[src/rtl/mc_ctrl_pkg.sv]
// Shared constants for the multicycle RISC-V controller.
//   state_t  : FSM state encoding (4 bits)
//   OP_*     : RV32I major opcodes recognised by the controller
//   IMM_*, RES_*, SRCA_*, SRCB_*, ALUOP_* : datapath select encodings
package mc_ctrl_pkg;

  typedef enum logic [3:0] {
    S_FETCH    = 4'd0,
    S_DECODE   = 4'd1,
    S_MEMADR   = 4'd2,
    S_MEMREAD  = 4'd3,
    S_MEMWB    = 4'd4,
    S_MEMWRITE = 4'd5,
    S_EXECR    = 4'd6,
    S_EXECI    = 4'd7,
    S_LUI      = 4'd8,
    S_ALUWB    = 4'd9,
    S_BRANCH   = 4'd10,
    S_JAL      = 4'd11,
    S_JALRADR  = 4'd12,
    S_JALR     = 4'd13,
    S_ILLEGAL  = 4'd14
  } state_t;

  localparam logic [6:0] OP_LOAD   = 7'b0000011;
  localparam logic [6:0] OP_STORE  = 7'b0100011;
  localparam logic [6:0] OP_IMM    = 7'b0010011;
  localparam logic [6:0] OP_LUI    = 7'b0110111;
  localparam logic [6:0] OP_R      = 7'b0110011;
  localparam logic [6:0] OP_BRANCH = 7'b1100011;
  localparam logic [6:0] OP_JAL    = 7'b1101111;
  localparam logic [6:0] OP_JALR   = 7'b1100111;

  localparam logic [2:0] IMM_I = 3'b000;
  localparam logic [2:0] IMM_S = 3'b001;
  localparam logic [2:0] IMM_B = 3'b010;
  localparam logic [2:0] IMM_J = 3'b011;
  localparam logic [2:0] IMM_U = 3'b100;

  localparam logic [1:0] RES_ALUOUT = 2'b00;
  localparam logic [1:0] RES_DATA   = 2'b01;
  localparam logic [1:0] RES_ALU    = 2'b10;

  localparam logic [1:0] SRCA_PC    = 2'b00;
  localparam logic [1:0] SRCA_OLDPC = 2'b01;
  localparam logic [1:0] SRCA_RS1   = 2'b10;

  localparam logic [1:0] SRCB_RS2   = 2'b00;
  localparam logic [1:0] SRCB_IMM   = 2'b01;
  localparam logic [1:0] SRCB_FOUR  = 2'b10;

  localparam logic [1:0] ALUOP_ADD   = 2'b00;
  localparam logic [1:0] ALUOP_BR    = 2'b01;
  localparam logic [1:0] ALUOP_FUNCT = 2'b10;
  localparam logic [1:0] ALUOP_U     = 2'b11;

endpackage

[src/rtl/mc_imm_decode.sv]
// Immediate-format decoder: maps the major opcode to the ImmSrc select
// used by the external immediate extender.
//   op     in  7  IR[6:0]
//   ImmSrc out 3  immediate format select
module mc_imm_decode
  import mc_ctrl_pkg::*;
(
  input  logic [6:0] op,
  output logic [2:0] ImmSrc
);

  always_comb begin
    ImmSrc = IMM_I;
    case (op)
      OP_LOAD, OP_IMM, OP_JALR: ImmSrc = IMM_I;
      OP_STORE:                 ImmSrc = IMM_S;
      OP_BRANCH:                ImmSrc = IMM_B;
      OP_JAL:                   ImmSrc = IMM_J;
      OP_LUI:                   ImmSrc = IMM_U;
      default:                  ImmSrc = IMM_I;
    endcase
  end

endmodule

[src/rtl/multicycle_controller.sv]
// Moore FSM sequencing the shared multicycle RISC-V datapath through
// fetch / decode / execute / memory / writeback, stalling on mem_ready.
//   clk, rst      : clock, synchronous active-high reset
//   op            : IR[6:0]
//   branch_taken  : external branch comparator result
//   mem_ready     : memory access completes this cycle
//   PCWrite, AdrSrc, MemWrite, IRWrite, ResultSrc, ALUSrcA, ALUSrcB,
//   ALUOp, ImmSrc, RegWrite : datapath enables and selects
//   retire        : pulse in the final state of each instruction
//   illegal_op    : pulse on an unsupported opcode
module multicycle_controller
  import mc_ctrl_pkg::*;
(
  input  logic       clk,
  input  logic       rst,
  input  logic [6:0] op,
  input  logic       branch_taken,
  input  logic       mem_ready,
  output logic       PCWrite,
  output logic       AdrSrc,
  output logic       MemWrite,
  output logic       IRWrite,
  output logic [1:0] ResultSrc,
  output logic [1:0] ALUSrcA,
  output logic [1:0] ALUSrcB,
  output logic [1:0] ALUOp,
  output logic [2:0] ImmSrc,
  output logic       RegWrite,
  output logic       retire,
  output logic       illegal_op
);

  state_t state;
  state_t next_state;

  mc_imm_decode u_imm_decode (
    .op     (op),
    .ImmSrc (ImmSrc)
  );

  always_ff @(posedge clk) begin
    if (rst) state <= S_FETCH;
    else     state <= next_state;
  end

  always_comb begin
    next_state = S_FETCH;
    case (state)
      S_FETCH:    next_state = mem_ready ? S_DECODE : S_FETCH;
      S_DECODE: begin
        case (op)
          OP_LOAD, OP_STORE: next_state = S_MEMADR;
          OP_R:              next_state = S_EXECR;
          OP_IMM:            next_state = S_EXECI;
          OP_LUI:            next_state = S_LUI;
          OP_BRANCH:         next_state = S_BRANCH;
          OP_JAL:            next_state = S_JAL;
          OP_JALR:           next_state = S_JALRADR;
          default:           next_state = S_ILLEGAL;
        endcase
      end
      S_MEMADR:   next_state = (op == OP_STORE) ? S_MEMWRITE : S_MEMREAD;
      S_MEMREAD:  next_state = mem_ready ? S_MEMWB : S_MEMREAD;
      S_MEMWB:    next_state = S_FETCH;
      S_MEMWRITE: next_state = mem_ready ? S_FETCH : S_MEMWRITE;
      S_EXECR:    next_state = S_ALUWB;
      S_EXECI:    next_state = S_ALUWB;
      S_LUI:      next_state = S_ALUWB;
      S_ALUWB:    next_state = S_FETCH;
      S_BRANCH:   next_state = S_FETCH;
      S_JAL:      next_state = S_ALUWB;
      S_JALRADR:  next_state = S_JALR;
      S_JALR:     next_state = S_ALUWB;
      S_ILLEGAL:  next_state = S_FETCH;
      default:    next_state = S_FETCH;
    endcase
  end

  // Reset is checked before the state decode so an instruction caught
  // mid-flight issues no write on the reset edge, whatever its state.
  always_comb begin
    PCWrite    = 1'b0;
    AdrSrc     = 1'b0;
    MemWrite   = 1'b0;
    IRWrite    = 1'b0;
    ResultSrc  = RES_ALUOUT;
    ALUSrcA    = SRCA_PC;
    ALUSrcB    = SRCB_RS2;
    ALUOp      = ALUOP_ADD;
    RegWrite   = 1'b0;
    retire     = 1'b0;
    illegal_op = 1'b0;
    if (rst) begin
      ResultSrc = RES_ALU;
      ALUSrcB   = SRCB_FOUR;
    end else begin
      case (state)
        S_FETCH: begin
          ResultSrc = RES_ALU;
          ALUSrcB   = SRCB_FOUR;
          IRWrite   = mem_ready;
          PCWrite   = mem_ready;
        end
        S_DECODE: begin
          ALUSrcA = SRCA_OLDPC;
          ALUSrcB = SRCB_IMM;
        end
        S_MEMADR: begin
          ALUSrcA = SRCA_RS1;
          ALUSrcB = SRCB_IMM;
        end
        S_MEMREAD: AdrSrc = 1'b1;
        S_MEMWB: begin
          ResultSrc = RES_DATA;
          RegWrite  = 1'b1;
          retire    = 1'b1;
        end
        S_MEMWRITE: begin
          AdrSrc   = 1'b1;
          MemWrite = 1'b1;
          retire   = mem_ready;
        end
        S_EXECR: begin
          ALUSrcA = SRCA_RS1;
          ALUOp   = ALUOP_FUNCT;
        end
        S_EXECI: begin
          ALUSrcA = SRCA_RS1;
          ALUSrcB = SRCB_IMM;
          ALUOp   = ALUOP_FUNCT;
        end
        S_LUI: begin
          ALUSrcB = SRCB_IMM;
          ALUOp   = ALUOP_U;
        end
        S_ALUWB: begin
          RegWrite = 1'b1;
          retire   = 1'b1;
        end
        S_BRANCH: begin
          ALUSrcA = SRCA_RS1;
          ALUOp   = ALUOP_BR;
          PCWrite = branch_taken;
          retire  = 1'b1;
        end
        // PC takes the target left in ALUOut while the ALU forms OldPC+4
        // for the link register.
        S_JAL, S_JALR: begin
          ALUSrcA = SRCA_OLDPC;
          ALUSrcB = SRCB_FOUR;
          PCWrite = 1'b1;
        end
        S_JALRADR: begin
          ALUSrcA = SRCA_RS1;
          ALUSrcB = SRCB_IMM;
        end
        S_ILLEGAL: illegal_op = 1'b1;
        default: ;
      endcase
    end
  end

endmodule

[config.mk]
export PLATFORM = sky130hd
export DESIGN_NAME = multicycle_controller
export DESIGN_NICKNAME = d
export VERILOG_FILES = /design/src/rtl/mc_ctrl_pkg.sv /design/src/rtl/mc_imm_decode.sv /design/src/rtl/multicycle_controller.sv
export SDC_FILE = /design/constraint.sdc
export NUM_CORES = 1
export LEC_CHECK = 0
export CORE_MARGIN = 5
export CORE_UTILIZATION = 39
export DETAILED_ROUTE_END_ITERATION = 10
export PLACE_DENSITY = 0.76
export SYNTH_ARGS = -nofsm -noshare
export SYNTH_HDL_FRONTEND = slang
export SYNTH_SLANG_ARGS = --single-unit
[constraint.sdc]
create_clock -name clk -period 1.05 [get_ports clk]
set_input_delay 0.105 -clock clk [delete_from_list [all_inputs] [get_ports clk]]
set_output_delay 0.105 -clock clk [all_outputs]
set_load 0.01 [all_outputs]
* Word level (Yosys, flattened, before mapping)
Cells that the tools add are included. Widths: inputs -> output; s select.
Word-level totals: register bits after elaboration 4, output and inout bits 18, input port bits 11, word-level logic and storage cells 64
Cells by class: reduce and logical (&&, ||, !) cells 12, eq/ne operators 22, mux-type cells 29
Operators by type and width (count):
- $pmux 4 s7 | 2
- $eq 4x4->1 const B | 7
- $eq 7x6->1 const B | 3
- $eq 7x7->1 const B | 3
- $eq 4x3->1 const B | 4
- $reduce_or 5->1 | 3
- $mux 1 | 13
- $pmux 2 s2 | 3
- $pmux 3 s4 | 1
- $reduce_or 2->1 | 5
- $mux 3 | 3
- $reduce_or 3->1 | 3
- $eq 4x2->1 const B | 2
- $mux 2 | 4
- $eq 7x2->1 const B | 1
- $eq 7x5->1 const B | 1
- $pmux 2 s3 | 1
- $eq 4x1->1 const B | 1
- $logic_not 4->1 | 1
- $pmux 1 s3 | 1
- $pmux 1 s2 | 1

* Depth between registers and ports, before layout
depth in word-level cells 4, depth in mapped cells 7, gate-level depth less buffers 5

* Cells and area by module
Synthesis repeated with hierarchy kept, for this count alone.
Unflattened totals: cell total of the unflattened synthesis 114, area, all modules 775.7 sq um
Modules (own cells, without submodules):
- multicycle_controller | cells an instance 106, area each 714.4 sq um, instances 1
- mc_imm_decode | cells an instance 8, area each 61.3 sq um, instances 1

* Least setup slack after synthesis
No wires, ideal clock.
path kind reg2out, start register state[1], end output port illegal_op, cell stages (with the launch flop) 4, slack -0.272 ns, data arrival time 1.217 ns, path buffers 2, data required time 0.945 ns, cell sequence dfxtp_1 > buf_2 > clkbuf_1 > nor4b_1
Between the ends: longest elaborated chain between the ends 3
RTL lines:
- start, declared | RTL line multicycle_controller.sv:33 | state_t state;
- start signal, assigned | RTL line multicycle_controller.sv:43 | else state <= next_state;
- $eq 4x4->1 | RTL line multicycle_controller.sv:97 | case (state)
- $mux 1 | RTL line multicycle_controller.sv:97
- $mux 1 | RTL line multicycle_controller.sv:93 | if (rst) begin
- end, declared | RTL line multicycle_controller.sv:30 | output logic illegal_op
Every way passes these cells.

* Final worst setup path
start register state[1], end register state[2]
Between the ends: longest elaborated chain between the ends 3
RTL lines:
- $eq 4x4->1 or $eq 4x3->1 (tied branches) | RTL line multicycle_controller.sv:48 | case (state)
- $reduce_or 5->1 (no source line)
- $pmux 4 s7 (*) | RTL line multicycle_controller.sv:48
Mark *: on every way between the ends. The rest lies on a longest branch, timed or not. A chain may end at the register's enable or synchronous reset.

==> reports/metrics.csv <==
metric,value,unit
result of the run,"complete, but fails checks",
violations in the final reports,negative setup slack,
Core Area,1760,um2
number of synthesized register bits,4,
leading registers by flop count,state: 4 flops,
Reg power frac,0.130,
Max Freq,643,MHz
cell type of the slowest stage on the worst timing path,sky130_fd_sc_hd__dfxtp_4,
Post-route DRC,0,
post-synth cell types,36,
row cnt,15,
Post-DP HPWL,2000,um
"Max FO, Critical Path",6,
Iteration-0 DRC Markers,56,
Setup Viol. Count Final,19,
global routing usage summed across all routing layers,0.259,
portion of total power attributed to the clock network,0.053,
class of the most critical hold timing path,primary input to flop,
final number of hold-violating endpoints,0,
average footprint of a synthesized cell,6.15,um2
critical path's largest stage delay,430,ps
buffers plus inverters on the worst setup path,3,
weighted congestion reported at the end of routability-driven placement,0.825,
Worst setup SP type,flop,
slew at the pin closest to its max-slew limit,267,ps
Die X-Extent,53.7,um
RSZ-0062 raised after global routing,yes,
NetSw,0.00194,W
cts hold-fix bufs,0,
switching portion of total power,0.494,
cell type contributing the most total cell area after synthesis,sky130_fd_sc_hd__dfxtp_1,
path type of the worst setup path,flop to flop,
fraction of post-synthesis cell area in the top cell type by area,0.108,
Lkg Pwr,0.655,nW
total power density per cell area,2530,nW/um2
main combinational cell family by area after synthesis,simple AND/OR/NAND/NOR gates,
number of max-cap violations,0,
Gate Count Post-Synth,121,
family of cells with the greatest summed delay on the critical path,compound AO/OA/AOI/OAI gates,
worst-skew pair later-pin latency,250,ps
worst setup slack after layout,-506,ps
arrival time of the worst setup path,1720,ps
starting density of the core,0.422,
fraction of layout cells with a size suffix above 1,0.643,
Via density,5.98,
"Min Clock Period, post-route",1560,ps
Max Transition Viols Final,0,
compound-cell area share of the yosys netlist,0.318,
setup_tns,-7430,ps
final hold slack,286,ps
filler cell count,96,
antenna violations before repair,0,
register area share after synthesis,0.108,
1st-pass router iterations,4,
internal power summed over all cells,0.00199,W
number of CTS-inserted buffers,3,
via count of the first global-routing pass,1220,
post-synthesis mux area share,0.0134,
fraction of the core area covered by cells at the end of the flow,0.883,
Syn-to-layout area delta,109,%
Synth warnings,0,
Slew headroom,0.821,
flip-flop count of the largest register after layout,4,
worst ir drop on vdd,1.29,mV
GRT overflow,0,
total routed wirelength,3880,um
per-cell routed wire length,18.5,um
Required @ worst endpoint,1210,ps
net count after synthesis,132,
net total in the final layout,198,
part of the total power dissipated in combinational logic,0.817,
"Clk pin slew, worst setup/hold paths",40,ps
vias after detailed routing,1256,
TritonCTS clock tree,yes,
area of the mapped netlist,744,um2
Port Buffer Count,28,
kind of end point of the critical path,flop,
Largest Register,state,
ports placed on the boundary,29,
ratio of final minimum period to clock period,1.48,
final setup skew,2.61,ps
maximum buffer depth of the clock tree,2,
Synth Area in Simple Gates,0.398,
pin count of the biggest net entering global routing,18,
post-detailed-route count of antenna-violating nets,0,
count of inserted antenna diode cells,0,
Chip Height,53.7,um
total number of clock tree sinks,4,
CTS H-Tree Depth,1,
xor/xnor share of the synthesized area,0.0471,
Die Footprint,2880,um2
Post-Synth Adder-Cell Area,0,
crit-path cells,buf_6 -> buf_8 -> nand2b_4 -> buf_6 -> o21ai_2 -> a21oi_1 -> o21ai_1 -> a21oi_1,
synth top area cells,"sky130_fd_sc_hd__dfxtp_1, sky130_fd_sc_hd__a21oi_1, sky130_fd_sc_hd__nand2_1",
wire length of the first global-routing pass,5550,um
CTS root buf,sky130_fd_sc_hd__clkbuf_4,
==> final cells by class <==
cell class                 count  area [um2]  area share
clock buffer                   3        22.5      0.0145
inverter                       3        11.3     0.00723
timing repair buffer          75         588       0.378
tap                           25        31.3      0.0201
multi-input combinational    100         810       0.520
sequential                     4        95.1      0.0610
==> path summary, 6_finish.rpt <==
path / startpoint / slack [ps] / depth (start not counted) / endpoint
worst min register to register: state[3] / 760 / 4 / state[3]
worst max-delay path: state[1] / -510 / 8 / state[2]
worst max register to register: state[1] / -510 / 8 / state[2]
worst min-delay path: op[5] / 290 / 4 / state[2]
==> tightest hold or removal path: cells and delay by family <==
family	cells	cell delay [ps]
buffers and inverters	2	170
AO/OA/AOI/OAI	2	200
==> metrics by stage <==
step / cell area, um2 / total power (W) / worst slack [ps] / std cells
after floorplan: 842 / 0.00187 / -65.4 / 121
after global placement: 1330 / 0.00277 / -632 / 196
after detailed placement: 1330 / 0.00283 / -668 / 196
after CTS: 1480 / 0.00347 / -404 / 206
after global routing: 1560 / 0.00414 / -558 / 210
final: 1560 / 0.00393 / -506 / 210
==> cells in the final DEF (no fill, tap or decap), types with 3 or more instances in the layout <==
cell	n
sky130_fd_sc_hd__a21oi_1	9
sky130_fd_sc_hd__a21oi_2	5
sky130_fd_sc_hd__buf_2	16
sky130_fd_sc_hd__buf_4	35
sky130_fd_sc_hd__buf_6	11
sky130_fd_sc_hd__clkbuf_2	6
sky130_fd_sc_hd__clkbuf_4	3
sky130_fd_sc_hd__clkdlybuf4s50_1	3
sky130_fd_sc_hd__dfxtp_4	4
sky130_fd_sc_hd__inv_1	3
sky130_fd_sc_hd__nand2_1	9
sky130_fd_sc_hd__nand2_2	4
sky130_fd_sc_hd__nand2b_1	3
sky130_fd_sc_hd__nand4_1	3
sky130_fd_sc_hd__nor2_1	4
sky130_fd_sc_hd__nor2_2	5
sky130_fd_sc_hd__nor3_1	4
sky130_fd_sc_hd__nor3_2	4
sky130_fd_sc_hd__nor4_2	3
sky130_fd_sc_hd__o21ai_1	7
==> cell usage after synthesis <==
master	instances
sky130_fd_sc_hd__a21oi_1	14
sky130_fd_sc_hd__nand2_1	14
sky130_fd_sc_hd__nor2_1	10
sky130_fd_sc_hd__o21ai_0	10
sky130_fd_sc_hd__nor3_1	9
sky130_fd_sc_hd__buf_2	5
sky130_fd_sc_hd__clkbuf_1	5
sky130_fd_sc_hd__nand2b_1	5
sky130_fd_sc_hd__dfxtp_1	4
sky130_fd_sc_hd__nor2b_1	4
sky130_fd_sc_hd__nor4_1	4
sky130_fd_sc_hd__inv_1	3
sky130_fd_sc_hd__nand4_1	3
sky130_fd_sc_hd__a21o_1	2
sky130_fd_sc_hd__buf_6	2
sky130_fd_sc_hd__nand3_1	2
sky130_fd_sc_hd__nand3b_1	2
sky130_fd_sc_hd__o221ai_1	2
sky130_fd_sc_hd__o22a_1	2
sky130_fd_sc_hd__xnor2_1	2
sky130_fd_sc_hd__xor2_1	2
sky130_fd_sc_hd__a22oi_1	1
sky130_fd_sc_hd__a31o_2	1
sky130_fd_sc_hd__a31oi_1	1
sky130_fd_sc_hd__a32oi_1	1
sky130_fd_sc_hd__buf_1	1
sky130_fd_sc_hd__clkbuf_2	1
sky130_fd_sc_hd__mux2i_1	1
sky130_fd_sc_hd__nand4b_1	1
sky130_fd_sc_hd__nor3b_1	1
sky130_fd_sc_hd__nor4b_1	1
sky130_fd_sc_hd__o211ai_1	1
sky130_fd_sc_hd__o21ai_1	1
sky130_fd_sc_hd__o22ai_1	1
sky130_fd_sc_hd__o311ai_2	1
sky130_fd_sc_hd__or3_4	1
==> routing by layer <==
metal,routed length [um],GRT usage,vias up
li1,-,-,573
met3,277,0.0332,24
met4,182,0.123,0
met1,1430,0.269,582
met2,1980,0.500,77
met5,0,0,-
==> logic make-up (layout without fill, tap and decap cells) <==
logic type | after synthesis | count (layout)
AOI/OAI and AO/OA | 38 | 38
xor gates and xnor gates | 4 | 4
buffers and inverters | 17 | 81
DFF | 4 | 4
muxes | 1 | 1
and+or+nand+nor | 57 | 57
==> power groups by stage <==
stage / Clock (W) / Combinational [W] / Sequential [W]
2_1_floorplan: 0 / 0.00158 / 0.000286
3_3_place_gp: 0 / 0.00237 / 0.000402
3_5_place_dp: 0 / 0.00243 / 0.000402
4_1_cts: 0.000200 / 0.00280 / 0.000467
5_1_grt: 0.000213 / 0.00342 / 0.000513
6_report: 0.000209 / 0.00321 / 0.000512
==> what timing repair did <==
item / CTS / global route
endpoints found under the setup margin: 22 / 22
hold endpoints to repair: 0 / 0
gates resized for setup: 122 / 32
buffers inserted: 7 / 5
pin swaps: 19 / 17
Note: power is estimated with default switching activity, not from simulation.
